### src/rtl/apb_pkg.sv
// Shared APB definitions: FSM state encoding, default bus widths and
// command/response records used by the master, the slave and benches.
package apb_pkg;

  localparam int APB_ADDR_W = 32;
  localparam int APB_DATA_W = 32;

  typedef enum logic [1:0] {
    IDLE   = 2'd0,
    SETUP  = 2'd1,
    ACCESS = 2'd2
  } apb_state_t;

  typedef struct packed {
    logic                  write;
    logic [APB_ADDR_W-1:0] addr;
    logic [APB_DATA_W-1:0] wdata;
  } apb_cmd_t;

  typedef struct packed {
    logic                  err;
    logic [APB_DATA_W-1:0] rdata;
  } apb_rsp_t;

endpackage

### src/rtl/apb_master.sv
// APB3 master: turns valid/ready commands into SETUP/ACCESS transfers and
// returns a one-cycle response. Optional ACCESS timeout: APB_MASTER_TIMEOUT_EN.
module apb_master
  import apb_pkg::*;
#(
  parameter int ADDR_W  = APB_ADDR_W,
  parameter int DATA_W  = APB_DATA_W,
  parameter int TIMEOUT = 16
) (
  input  logic              pclk,
  input  logic              preset,
  input  logic              cmd_valid,
  output logic              cmd_ready,
  input  logic              cmd_write,
  input  logic [ADDR_W-1:0] cmd_addr,
  input  logic [DATA_W-1:0] cmd_wdata,
  output logic              rsp_valid,
  output logic [DATA_W-1:0] rsp_rdata,
  output logic              rsp_err,
  output logic              psel,
  output logic              penable,
  output logic              pwrite,
  output logic [ADDR_W-1:0] paddr,
  output logic [DATA_W-1:0] pwdata,
  input  logic [DATA_W-1:0] prdata,
  input  logic              pready,
  input  logic              pslvrr
);

  apb_state_t state, state_nxt;
  logic       accept;
  logic       done;
  logic       tmo;

  if (TIMEOUT < 1) begin : g_timeout_chk
    $error("apb_master: TIMEOUT must be at least 1");
  end

  assign accept = cmd_valid && cmd_ready;
  assign done   = (state == ACCESS) && pready;

`ifdef APB_MASTER_TIMEOUT_EN
  localparam int CNT_W = $clog2(TIMEOUT + 1);
  logic [CNT_W-1:0] tmo_cnt;

  // Counts pready=0 ACCESS cycles; fires on the edge that would make it TIMEOUT.
  always_ff @(posedge pclk or negedge preset) begin
    if (!preset) begin
      tmo_cnt <= '0;
    end else if (state == SETUP) begin
      tmo_cnt <= '0;
    end else if ((state == ACCESS) && !pready) begin
      tmo_cnt <= tmo_cnt + 1'b1;
    end
  end

  assign tmo = (state == ACCESS) && !pready && (tmo_cnt == CNT_W'(TIMEOUT - 1));
`else
  assign tmo = 1'b0;
`endif

  always_ff @(posedge pclk or negedge preset) begin
    if (!preset) begin
      state <= IDLE;
    end else begin
      state <= state_nxt;
    end
  end

  always_comb begin
    state_nxt = state;
    case (state)
      IDLE:    if (accept) state_nxt = SETUP;
      SETUP:   state_nxt = ACCESS;
      ACCESS: begin
        if (pready) begin
          state_nxt = accept ? SETUP : IDLE;
        end else if (tmo) begin
          state_nxt = IDLE;
        end
      end
      default: state_nxt = IDLE;
    endcase
  end

  // cmd_ready follows pready in ACCESS so the next command can chain into SETUP.
  always_comb begin
    psel      = 1'b0;
    penable   = 1'b0;
    cmd_ready = 1'b0;
    case (state)
      IDLE:    cmd_ready = 1'b1;
      SETUP:   psel = 1'b1;
      ACCESS: begin
        psel      = 1'b1;
        penable   = 1'b1;
        cmd_ready = pready;
      end
      default: ;
    endcase
  end

  always_ff @(posedge pclk or negedge preset) begin
    if (!preset) begin
      pwrite <= 1'b0;
      paddr  <= '0;
      pwdata <= '0;
    end else if (accept) begin
      pwrite <= cmd_write;
      paddr  <= cmd_addr;
      pwdata <= cmd_write ? cmd_wdata : '0;
    end
  end

  always_ff @(posedge pclk or negedge preset) begin
    if (!preset) begin
      rsp_valid <= 1'b0;
      rsp_err   <= 1'b0;
      rsp_rdata <= '0;
    end else begin
      rsp_valid <= done || tmo;
      if (done) begin
        rsp_err   <= pslvrr;
        rsp_rdata <= pwrite ? '0 : prdata;
      end else if (tmo) begin
        rsp_err   <= 1'b1;
        rsp_rdata <= '0;
      end
    end
  end

endmodule
### config.mk
export PLATFORM = sky130hd
export DESIGN_NAME = apb_master
export DESIGN_NICKNAME = d
export VERILOG_FILES = /design/src/rtl/apb_pkg.sv /design/src/rtl/apb_master.sv
export SDC_FILE = /design/constraint.sdc
export NUM_CORES = 1
export LEC_CHECK = 0
export BUFFER_PORTS_ARGS = -buffer_cell sky130_fd_sc_hd__buf_4
export CORE_MARGIN = 2
export CORE_UTILIZATION = 50
export CTS_BUF_LIST = sky130_fd_sc_hd__clkbuf_16
export CTS_CLUSTER_DIAMETER = 60
export CTS_CLUSTER_SIZE = 25
export DETAILED_ROUTE_END_ITERATION = 12
export GPL_TIMING_DRIVEN = 0
export PLACE_DENSITY = 0.83
export RECOVER_POWER = 25
export SLEW_MARGIN = 20
export SYNTH_ARGS = -nofsm -noshare
export SYNTH_HDL_FRONTEND = slang
export SYNTH_SLANG_ARGS = --single-unit
### constraint.sdc
create_clock -name pclk -period 4.35 [get_ports pclk]
set_clock_uncertainty 0.1 [all_clocks]
set_input_delay 0.87 -clock pclk [delete_from_list [all_inputs] [get_ports pclk]]
set_output_delay 0.87 -clock pclk [all_outputs]
set_load 0.02 [all_outputs]
# ---- Yosys cells after proc, flatten, opt, wreduce, memory -nomap -nowiden
# Cells that the tools add are included.
dict set report word_totals {
  inputBits 102
  output_inout_bits 102
  register_bits 101
  wordCells 25
}
dict set report classes {
  reduce_logical 5
  eq_ne 4
  mux 9
}
# op n
set ops {}
lappend ops {{$mux 32} 2}
lappend ops {{$pmux 2 s3} 1}
lappend ops {{$mux 2} 2}
lappend ops {{$ne 2x2->1 const B} 2}
lappend ops {{$mux 1} 3}
lappend ops {{$eq 2x1->1 const B} 1}
lappend ops {{$eq 2x2->1 const B} 1}
lappend ops {{$logic_and 1x1->1} 2}
lappend ops {{$logic_not 2->1} 1}
lappend ops {{$pmux 1 s2} 1}
lappend ops {{$reduce_and 2->1} 1}
lappend ops {{$reduce_or 2->1} 1}

# ---- Depth between registers and ports, before layout
dict set report depth {
  word_depth 6
  mapped_depth 7
  mapped_depth_nobuf 5
}

# ---- Worst setup path before layout
# OpenSTA, ideal clock, no wires.
dict set report synth_path {
  kind {in2out}
  start {input port pready}
  end {output port cmd_ready}
  cell_stages 1
  required_time_ns 3.380
  path_slack_ns 2.274
  arrival_ns 1.106
  path_buffers 0
  cell_sequence {a31o_2}
}
dict set report synth_between {
  elab_chain_len 1
}
# item line
set synth_lines {}
lappend synth_lines {{from (decl)} apb_master.sv:26} ;# input logic pready,
lappend synth_lines {{$pmux 1 s2} apb_master.sv:91} ;# case (state)
lappend synth_lines {{to (decl)} apb_master.sv:13} ;# output logic cmd_ready,
# No other way between the ends.

==> impl_metrics.py <==
metrics = {
    "drt": {
        "dr.pass1.iters": 4,
        "wl_per_cell_um": 15.3,
        "drt_first_iter_violations": 102,
        "ant_nets": 0,
        "drc": 0,
        "routed_via_density": 4.89,
        "via_count": 3367,
        "drt-total-wl_um": 10600,
    },
    "place": {
        "numPortBuffers": 202,
        "hpwlAfterDp_um": 8150,
        "dp_cells": 673,
        "dp_slack_ps": 2020,
        "gp_congestion": 0.794,
    },
    "clock_tree": {
        "post_cts_buffers": 0,
        "cts_tree": "built",
        "clock_sinks": 101,
        "clock_path_buffers": 2,
        "cts_hold_buffers": 0,
        "numCtsBuffers": 9,
        "clk_pin_slew_ps": 70,
        "h-tree-depth": 3,
        "cts_resized": 0,
        "cts_root_buf": "clkbuf_16",
        "clkLatencyLatePin_ps": 320,
    },
    "global_route": {
        "grt_pass1_vias": 3586,
        "overflow": 0,
        "grtUsageTotal": 0.229,
        "grt_antenna_before_repair": 0,
        "grt_first_pass_wirelength_um": 17500,
        "grt_max_degree": 102,
    },
    "sta": {
        "final_hold_viol_count": 0,
        "max_freq_mhz": 358,
        "worstMarginPinSlew_ps": 2420,
        "period_needed_ps": 2790,
        "report.final.slew_viol_count": 102,
        "period_share": 0.643,
        "setup_viol": 0,
        "setup_ws_ps": 1560,
        "rsz0062_at_grt": "false",
        "slew_headroom": -0.613,
        "finalSetupTns_ps": 0,
    },
    "die": {
        "start_util": 0.520,
        "io_pins": 204,
        "rows": 33,
        "core_area_sq_um": 8260,
        "die_w_um": 96.6,
        "die_h_um": 96.6,
        "design.die.area_sq_um": 9340,
    },
    "synth": {
        "syn_area_sq_um": 4290,
        "synth_nets": 473,
        "ys_ff_latch": 101,
        "syn_area_per_cell_sq_um": 11.7,
        "yosys_warnings": 0,
        "synth_seq_area_share": 0.589,
        "synthCells": 366,
        "synth_cell_type_count": 19,
    },
    "layout": {
        "instances_no_fill": 689,
        "drive_gt1_frac": 0.449,
        "final_core_util": 0.752,
        "syn_to_final_growth_pct": 44.8,
        "fin_nets": 686,
        "fill_cells": 609,
        "num_antenna_cells": 0,
    },
    "worst_setup_path": {
        "cp_num_buf_inv": 1,
        "r2r_slack_ps": 2390,
        "critPathMaxStageDelay_ps": 1690,
        "cp.required_ps": 4170,
        "endpoint_kind": "async pin",
        "startpoint_type": "input pin",
        "path_class": "input pin to async pin",
        "critPathArrivalTime_ps": 2620,
        "slowest_stage": "clkbuf_2",
        "crit_path_max_fanout": 101,
        "crit_chain": "clkbuf_2",
        "critPathTopFamily": "buffers and inverters",
    },
    "status": {
        "status": "finished with violations",
        "violations": "capacitance limit, slew limit",
    },
    "run": {
        "cap_violations": 1,
    },
    "pwr": {
        "irDropWorstVdd_v": 0.000413,
        "power_density_nw_per_um2": 746,
        "total_power_mw": 4.63,
        "p_leak_nw": 3.36,
    },
    "min_path": {
        "min_path_type": "flip-flop to flip-flop",
    },
}
[area by class of cell]
cell class                      instances  area (sq um)  area share
Multi-Input combinational cell        208          1490       0.240
Sequential cell                       101          2530       0.407
Buffer                                 21           136      0.0220
Timing Repair Buffer                  202          1510       0.244
Clock buffer                            9           225      0.0363
Inverter                               36           135      0.0218
Tap cell                              105           131      0.0211
Clock inverter                          7          50.0     0.00806
[routing by layer]
layer	vias to the layer above	GRT usage	part of all wire
li1	1596	-	-
met1	1609	0.270	0.37
met2	132	0.401	0.53
met3	30	0.0506	0.062
met4	0	0.101	0.038
met5	-	0	0
[sequential cells by signal, summed over array words and instances, names as in the netlist]
name,count
state,2
rsp_rdata,32
pwdata,32
rsp_valid,1
rsp_err,1
paddr,32
pwrite,1
[logic make-up (layout without fill, tap and decap cells)]
family | Yosys count | in the layout | share of synthesized area
AND/OR/NAND/NOR | 100 | 100 | 0.108
buffers and inverters | 57 | 275 | 0.0633
AO/OA/AOI/OAI | 36 | 36 | 0.0429
adder cells (fa/ha/maj) | 5 | 5 | 0.0146
flip-flops | 101 | 101 | 0.589
multiplexers | 67 | 67 | 0.182
[final timing paths]
path                                                from                         to  cells after the start
worst max-delay path                              preset       paddr[8]$_DFFE_PN0P_                      1
worst min-delay path            rsp_rdata[3]$_DFFE_PN0P_   rsp_rdata[3]$_DFFE_PN0P_                      2
worst max register to register      state[0]$_DFFE_PN0P_      paddr[15]$_DFFE_PN0P_                      7
worst min register to register  rsp_rdata[3]$_DFFE_PN0P_   rsp_rdata[3]$_DFFE_PN0P_                      2
max in group pclk                   state[0]$_DFFE_PN0P_                  cmd_ready                      4
min in group asynchronous                         preset  rsp_rdata[13]$_DFFE_PN0P_                      1
[worst reg2reg max path, cell delays in order (launching register included)]
cell and delay, ps:
dfrtp_1 380, inv_1 100, ha_1 240, a31o_2 270
nand2_2 80, buf_6 180, buf_8 190, mux2_4 320
[where the power goes]
part           internal [mW]  leakage [nW]  switching [mW]
Sequential              1.37          1.27           0.242
Combinational           1.09          1.96            1.20
Clock                  0.389         0.129           0.344
Total                   2.84          3.36            1.79
[cells in the final DEF, fill, tap and decap left out, types with 2 or more instances in the layout]
cell type   count
a21oi_1         2
buf_4         202
buf_6           4
buf_8           2
clkbuf_1       13
clkbuf_16       9
clkinv_4        2
clkinvlp_4      2
dfrtp_1       101
ha_1            5
inv_1          36
mux2_2         17
mux2_4         18
mux2i_1        32
nand2_1        65
nand2b_1       32
o21ai_0        33
[synthesized netlist by cell type]
cell,instances,share of area
dfrtp_1,101,0.59
nand2_1,65,0.057
inv_1,36,0.031
o21ai_0,33,0.038
mux2i_1,32,0.075
nand2b_1,32,0.047
mux2_4,18,0.063
mux2_2,17,0.045
clkbuf_1,13,0.011
ha_1,5,0.015
buf_6,4,0.010
a21oi_1,2,0.0023
buf_8,2,0.0070
a31o_2,1,0.0020
buf_2,1,0.0012
buf_4,1,0.0017
nand2_2,1,0.0015
nor2b_1,1,0.0015
or4_1,1,0.0017
[through the flow]
step / instance area (sq um) / hold slack, ps
after floorplan: 4290 / 459
after global placement: 5940 / 366
after detailed placement: 5940 / 371
after CTS: 6220 / 386
after global routing: 6210 / 412
final: 6210 / 382
Note: power is estimated with default switching activity, not from simulation.
